### config.mk
export PLATFORM = sky130hd
export DESIGN_NAME = tm1638_responder
export DESIGN_NICKNAME = d
export VERILOG_FILES = /design/src/rtl/tm1638_responder.sv
export SDC_FILE = /design/constraint.sdc
export NUM_CORES = 1
export LEC_CHECK = 0
export CAP_MARGIN = 40
export CORE_ASPECT_RATIO = 1.1
export CORE_MARGIN = 2
export CORE_UTILIZATION = 55
export CTS_BUF_LIST = sky130_fd_sc_hd__clkbuf_4 sky130_fd_sc_hd__clkbuf_8
export DETAILED_ROUTE_END_ITERATION = 8
export GPL_TIMING_DRIVEN = 0
export PLACE_DENSITY = 0.75
export SETUP_SLACK_MARGIN = 0.5
export SLEW_MARGIN = 40
export SYNTH_ARGS = -nofsm -noshare
export SYNTH_HDL_FRONTEND = slang
export SYNTH_SLANG_ARGS = --single-unit
### constraint.sdc
create_clock -name clkIn -period 5.5 [get_ports clkIn]
set_input_delay 0.55 -clock clkIn [delete_from_list [all_inputs] [get_ports clkIn]]
set_output_delay 0.55 -clock clkIn [all_outputs]
set_load 0.03 [all_outputs]
### src/rtl/tm1638_responder.sv
// tm1638_responder
//   Responder end of the TM1638 3-wire link (STB/CLK/DIO). Decodes host
//   commands, holds the 16-byte display RAM and display-control state, and
//   shifts four key-scan bytes back to the host on read commands.
//
// Ports
//   clkIn       system clock (tm_clk is asynchronous to it)
//   rst_n       asynchronous active-low reset
//   tm_cs       host chip select, active low
//   tm_clk      host serial clock, idles high
//   tm_dio_in   DIO pad input
//   tm_dio_out  DIO pad output value
//   tm_dio_oe   DIO pad output enable
//   keys_in     key-scan image, read byte n = keys_in[8n+7:8n]
//   ram_addr    display RAM read address
//   ram_data    display RAM[ram_addr], combinational
//   disp_on     display enable from last display-control command
//   brightness  pulse width from last display-control command
//   cmd_valid   one-cycle pulse per decoded command byte
//   cmd_byte    last decoded command byte
//   proto_err   one-cycle pulse on unknown command or misplaced data byte
module tm1638_responder #(
   parameter int SYNC_STAGES = 2
) (
   input  logic        clkIn,
   input  logic        rst_n,
   input  logic        tm_cs,
   input  logic        tm_clk,
   input  logic        tm_dio_in,
   output logic        tm_dio_out,
   output logic        tm_dio_oe,
   input  logic [31:0] keys_in,
   input  logic [3:0]  ram_addr,
   output logic [7:0]  ram_data,
   output logic        disp_on,
   output logic [2:0]  brightness,
   output logic        cmd_valid,
   output logic [7:0]  cmd_byte,
   output logic        proto_err
);

   localparam logic [2:0] ST_IDLE   = 3'd0;
   localparam logic [2:0] ST_CMD    = 3'd1;
   localparam logic [2:0] ST_WDATA  = 3'd2;
   localparam logic [2:0] ST_READ   = 3'd3;
   localparam logic [2:0] ST_IGNORE = 3'd4;

   logic [SYNC_STAGES-1:0] cs_sync;
   logic [SYNC_STAGES-1:0] sclk_sync;
   logic [SYNC_STAGES-1:0] dio_sync;
   logic                   cs_s, sclk_s, dio_s;
   logic                   cs_prev_reg, sclk_prev_reg;
   logic                   cs_fall, sclk_rise, sclk_fall;
   logic                   shifting, byte_done, ram_we;
   logic [7:0]             rx_byte;

   logic [2:0]  state_reg;
   logic [2:0]  bit_cnt_reg;
   logic [6:0]  shift_reg;
   logic [3:0]  addr_reg;
   logic        fixed_addr_reg;
   logic [31:0] snap_reg;
   logic [7:0]  ram [16];

   // The chip-select chain resets low so that a host already holding
   // tm_cs low when reset is released never produces a falling edge;
   // traffic is only accepted after tm_cs has been seen high.
   always_ff @(posedge clkIn or negedge rst_n) begin
      if (!rst_n) begin
         cs_sync       <= '0;
         sclk_sync     <= '1;
         dio_sync      <= '0;
         cs_prev_reg   <= 1'b0;
         sclk_prev_reg <= 1'b1;
      end else begin
         cs_sync       <= {cs_sync[SYNC_STAGES-2:0], tm_cs};
         sclk_sync     <= {sclk_sync[SYNC_STAGES-2:0], tm_clk};
         dio_sync      <= {dio_sync[SYNC_STAGES-2:0], tm_dio_in};
         cs_prev_reg   <= cs_s;
         sclk_prev_reg <= sclk_s;
      end
   end

   assign cs_s      = cs_sync[SYNC_STAGES-1];
   assign sclk_s    = sclk_sync[SYNC_STAGES-1];
   assign dio_s     = dio_sync[SYNC_STAGES-1];
   assign cs_fall   = cs_prev_reg & ~cs_s;
   assign sclk_rise = ~sclk_prev_reg & sclk_s;
   assign sclk_fall = sclk_prev_reg & ~sclk_s;

   // Host bits are only collected while selected and not reading; a
   // deselect in the same cycle as a clock edge discards the edge.
   assign shifting  = ~cs_s & ~cs_fall & sclk_rise &
                      ((state_reg == ST_CMD) || (state_reg == ST_WDATA) ||
                       (state_reg == ST_IGNORE));
   assign byte_done = shifting & (bit_cnt_reg == 3'd7);
   assign rx_byte   = {dio_s, shift_reg};
   assign ram_we    = byte_done & (state_reg == ST_WDATA);
   assign ram_data  = ram[ram_addr];

   always_ff @(posedge clkIn or negedge rst_n) begin
      if (!rst_n) begin
         for (int i = 0; i < 16; i++) ram[i] <= 8'h00;
      end else if (ram_we) begin
         ram[addr_reg] <= rx_byte;
      end
   end

   always_ff @(posedge clkIn or negedge rst_n) begin
      if (!rst_n) begin
         state_reg      <= ST_IDLE;
         bit_cnt_reg    <= 3'd0;
         shift_reg      <= 7'd0;
         addr_reg       <= 4'd0;
         fixed_addr_reg <= 1'b0;
         snap_reg       <= 32'd0;
         disp_on        <= 1'b0;
         brightness     <= 3'd0;
         cmd_valid      <= 1'b0;
         cmd_byte       <= 8'h00;
         proto_err      <= 1'b0;
         tm_dio_out     <= 1'b1;
         tm_dio_oe      <= 1'b0;
      end else begin
         cmd_valid <= 1'b0;
         proto_err <= 1'b0;
         if (cs_s) begin
            state_reg   <= ST_IDLE;
            bit_cnt_reg <= 3'd0;
            tm_dio_oe   <= 1'b0;
            tm_dio_out  <= 1'b1;
         end else if (cs_fall) begin
            state_reg   <= ST_CMD;
            bit_cnt_reg <= 3'd0;
         end else if (state_reg == ST_READ) begin
            // Snapshot drains LSB first; zeros shift in behind it so the
            // line reads 0 once all 32 key bits have gone out.
            if (sclk_fall) begin
               tm_dio_out <= snap_reg[0];
               snap_reg   <= {1'b0, snap_reg[31:1]};
            end
         end else if (shifting) begin
            bit_cnt_reg <= bit_cnt_reg + 3'd1;
            shift_reg   <= {dio_s, shift_reg[6:1]};
            if (byte_done) begin
               case (state_reg)
                  ST_CMD: begin
                     cmd_valid <= 1'b1;
                     cmd_byte  <= rx_byte;
                     case (rx_byte[7:6])
                        2'b01: begin
                           fixed_addr_reg <= rx_byte[2];
                           if (rx_byte[1]) begin
                              snap_reg  <= keys_in;
                              tm_dio_oe <= 1'b1;
                              state_reg <= ST_READ;
                           end else begin
                              state_reg <= ST_IGNORE;
                           end
                        end
                        2'b11: begin
                           addr_reg  <= rx_byte[3:0];
                           state_reg <= ST_WDATA;
                        end
                        2'b10: begin
                           disp_on    <= rx_byte[3];
                           brightness <= rx_byte[2:0];
                           state_reg  <= ST_IGNORE;
                        end
                        default: begin
                           proto_err <= 1'b1;
                           state_reg <= ST_IGNORE;
                        end
                     endcase
                  end
                  ST_WDATA: begin
                     if (!fixed_addr_reg) addr_reg <= addr_reg + 4'd1;
                  end
                  default: begin
                     proto_err <= 1'b1;
                  end
               endcase
            end
         end
      end
   end

endmodule
==> flow_metrics.py <==
metrics = {
    "placed_design": {
        "dp_hpwl_um": 14000,
        "dp_slack_ps": 1570,
        "port_buffers": 61,
        "place.gp.congestion": 0.834,
    },
    "worst_hold_path": {
        "hold_start": "dio_sync[0]",
        "hold-path-endpoint": "dio_sync[1]",
        "min_path_type": "flop to flop",
        "min_path_cells": 0,
    },
    "cells_and_area": {
        "final_net_count": 776,
        "n_antenna_cell": 0,
        "area_growth_pct": 19.0,
        "largest_reg_flops": 128,
        "drive_above_1_share_pct": 37.5,
        "fin_util_pct": 66.5,
    },
    "critical_path": {
        "startpoint_type": "input pin",
        "cp_slowest_stage_delay_ps": 650,
        "crit_fanout": 10,
        "r2r_slack_ps": 2610,
        "ff2ff_path_depth": 6,
        "worstSetupPathType": "input pin to primary output",
        "path_cells": "clkdlybuf4s50_1, clkbuf_1, mux4_2, mux4_2, clkdlybuf4s50_1",
        "critical-path-slowest-cell": "clkdlybuf4s50_1",
        "arrival_ps": 3380,
        "r2r-end": "ram[96]",
        "required_ps": 4950,
        "endpoint_kind": "primary output",
        "r2r_start": "state_reg[2]",
    },
    "cts": {
        "clk_pin_slew_ps": 60,
        "clock_latency_ps": 530,
        "numCtsBuffers": 35,
        "clock_path_buffers": 3,
        "cts.repair.resized": 0,
        "ctsHoldBuffers": 1,
        "post_cts_buffers": 0,
        "tritoncts": "built",
        "htreeDepth": 2,
        "cts_root_buf": "clkbuf_8",
        "cts_num_sinks": 202,
    },
    "route": {
        "drc": 0,
        "drtPass1Iterations": 5,
        "ant_nets": 0,
        "drt_iter0_drc": 371,
        "vias_per_cell": 5.98,
        "routed_wl_um": 20300,
        "detail_route.wl_per_cell_um": 21.2,
        "vias": 5719,
    },
    "synthesis": {
        "yosysWarnings": 0,
        "ys_ff_latch": 202,
        "synth-compound-area-share_pct": 7.49,
        "netlist_area_um2": 9080,
        "syn_inst": 626,
        "synthMuxAreaShare_pct": 27.5,
        "syn_area_per_cell_um2": 14.5,
        "syn_nets": 673,
        "synth-xor-area-share_pct": 0.0964,
        "synth_cell_types": 42,
        "synthAdderAreaFrac_pct": 0.826,
        "synth_top_family_by_area": "multiplexers",
        "synthSimpleGateAreaFrac_pct": 5.70,
        "seq_area_frac_synth_pct": 55.7,
    },
    "timing": {
        "final.period_utilization_pct": 71.5,
        "hold_violations": 0,
        "max_freq_mhz": 254,
        "finalClockSkew_ps": 17.0,
        "layout_setup_ws_ps": 1570,
        "tns_ps": 0,
        "slew_headroom_pct": 44.5,
        "fin_crit_ps": 3930,
        "drv_slew": 0,
        "rsz0062_at_grt": "false",
        "setup_viol": 0,
        "worst_pin_slew_ps": 828,
    },
    "die": {
        "coreArea_um2": 16200,
        "die_w_um": 127,
        "die_area_um2": 17600,
        "dieHeight_um": 139,
        "initial_core_util_pct": 55.9,
        "fp-row-count": 49,
        "boundaryPins": 65,
    },
    "grt": {
        "grt_pass1_vias": 6231,
        "grt_max_degree": 68,
        "grt_overflow": 0,
        "track_usage_pct": 23.9,
        "grt_pass1_wl_um": 33100,
        "grt_antenna_before_repair": 0,
    },
    "flow_run": {
        "max_cap_viol_count": 0,
    },
    "power_and_ir_drop": {
        "power_density_nw_per_um2": 284,
        "p_total_uw": 3070,
        "peakVddDrop_uv": 191,
        "total_leakage_power_uw": 0.00503,
    },
    "outcome": {
        "status": "completed",
    },
}
-- where the power goes --
group / switching [uW] / leakage [uW] / internal (uW) / total [uW]
clock network: 590 / 0.000392 / 839 / 1430
logic: 84.7 / 0.00185 / 55.9 / 141
registers: 7.66 / 0.00279 / 1500 / 1500
total: 682 / 0.00503 / 2390 / 3070
-- worst max-delay path, delay by kind of cell --
family                 cells  cell delay (ps)
buffers and inverters      3             1880
multiplexers               2              950
-- kinds of logic (layout without fill, tap and decap cells) --
kind of cell | count (synthesis) | count (layout)
and+or+nand+nor | 86 | 86
DFF | 202 | 202
xor gates and xnor gates | 1 | 1
muxes | 182 | 182
adders and majority gates | 6 | 6
AOI/OAI and AO/OA | 92 | 92
buffers and inverters | 57 | 184
-- cell usage after synthesis, drive strengths merged --
master,count,share of area [%]
buf,13,0.88
or3,2,0.14
inv,8,0.33
xnor2,1,0.096
o211a,1,0.11
nand4,5,0.34
or4bb,1,0.12
and4b,2,0.22
and3,2,0.14
nor4b,3,0.36
a31oi,1,0.069
nor2,14,0.91
dfstp,4,1.2
nor3,4,0.44
a221oi,1,0.29
o31ai,1,0.083
mux4,40,9.9
nand3,5,0.28
dfrtp,198,55
mux2,140,17
clkbuf,36,1.5
o21bai,1,0.083
or4b,1,0.11
nor3b,6,0.50
a21oi,11,0.61
o21ai,11,0.61
nand2b,5,0.34
o21ba,1,0.11
or2,1,0.069
ha,6,0.83
nor2b,1,0.069
mux2i,2,0.22
o22ai,33,2.3
nor4bb,2,0.22
nand3b,3,0.25
nand2,29,1.2
a2bb2oi,31,3.3
-- cell usage in the layout (no fill, tap or decap), types with 6 or more instances in the layout --
cell type | synthesis | layout
o21ai_0 | 11 | 11
o22ai_1 | 33 | 33
clkbuf_1 | 36 | 36
clkbuf_4 | 0 | 17
mux2_2 | 140 | 140
inv_1 | 8 | 8
nor2_2 | 12 | 12
buf_1 | 8 | 6
clkdlybuf4s50_1 | 0 | 60
mux4_2 | 40 | 40
a21oi_1 | 11 | 11
dfrtp_1 | 198 | 198
nand2_1 | 29 | 29
a2bb2oi_1 | 27 | 27
clkbuf_8 | 0 | 41
ha_1 | 6 | 6
-- through the flow --
stage	cell area (um^2)	std cells	hold slack [ps]
2_1_floorplan	9080	626	254
3_3_place_gp	9950	891	337
3_5_place_dp	10100	895	335
4_1_cts	10800	957	351
5_1_grt	10800	957	362
6_report	10800	957	349
-- per-layer routing --
layer | vias up | global-route usage [%] | share of wire [%]
met1 | 2959 | 31.6 | 42
li1 | 2557 | - | -
met2 | 160 | 39.7 | 50
met3 | 43 | 4.94 | 5.2
met4 | 0 | 8.04 | 2.8
met5 | - | 0 | 0
-- cell type report --
type                    instances  area [um^2]
plain buffers                  49          218
multi-input cells             367         3790
well taps                     204          255
repair buffers                 66          716
inverters                       8         30.0
fillers                      1173         5440
flip-flops and latches        202         5060
clock buffers                  58          692
clock inverters                 3         46.3
-- worst max-delay path by stage --
| stage | from | slack, ps | end |
|---|---|---|---|
| final | ram_addr[1] | 1570 | ram_data[6] |
| after global routing | ram_addr[1] | 1540 | ram_data[6] |
| after CTS | ram_addr[1] | 1550 | ram_data[6] |
| after detailed placement | ram_addr[1] | 1570 | ram_data[7] |
| after global placement | rst_n | -3970 | ram[13] |
| after floorplan | ram_addr[0] | 2510 | ram_data[0] |
(Power assumes the default switching activity.)
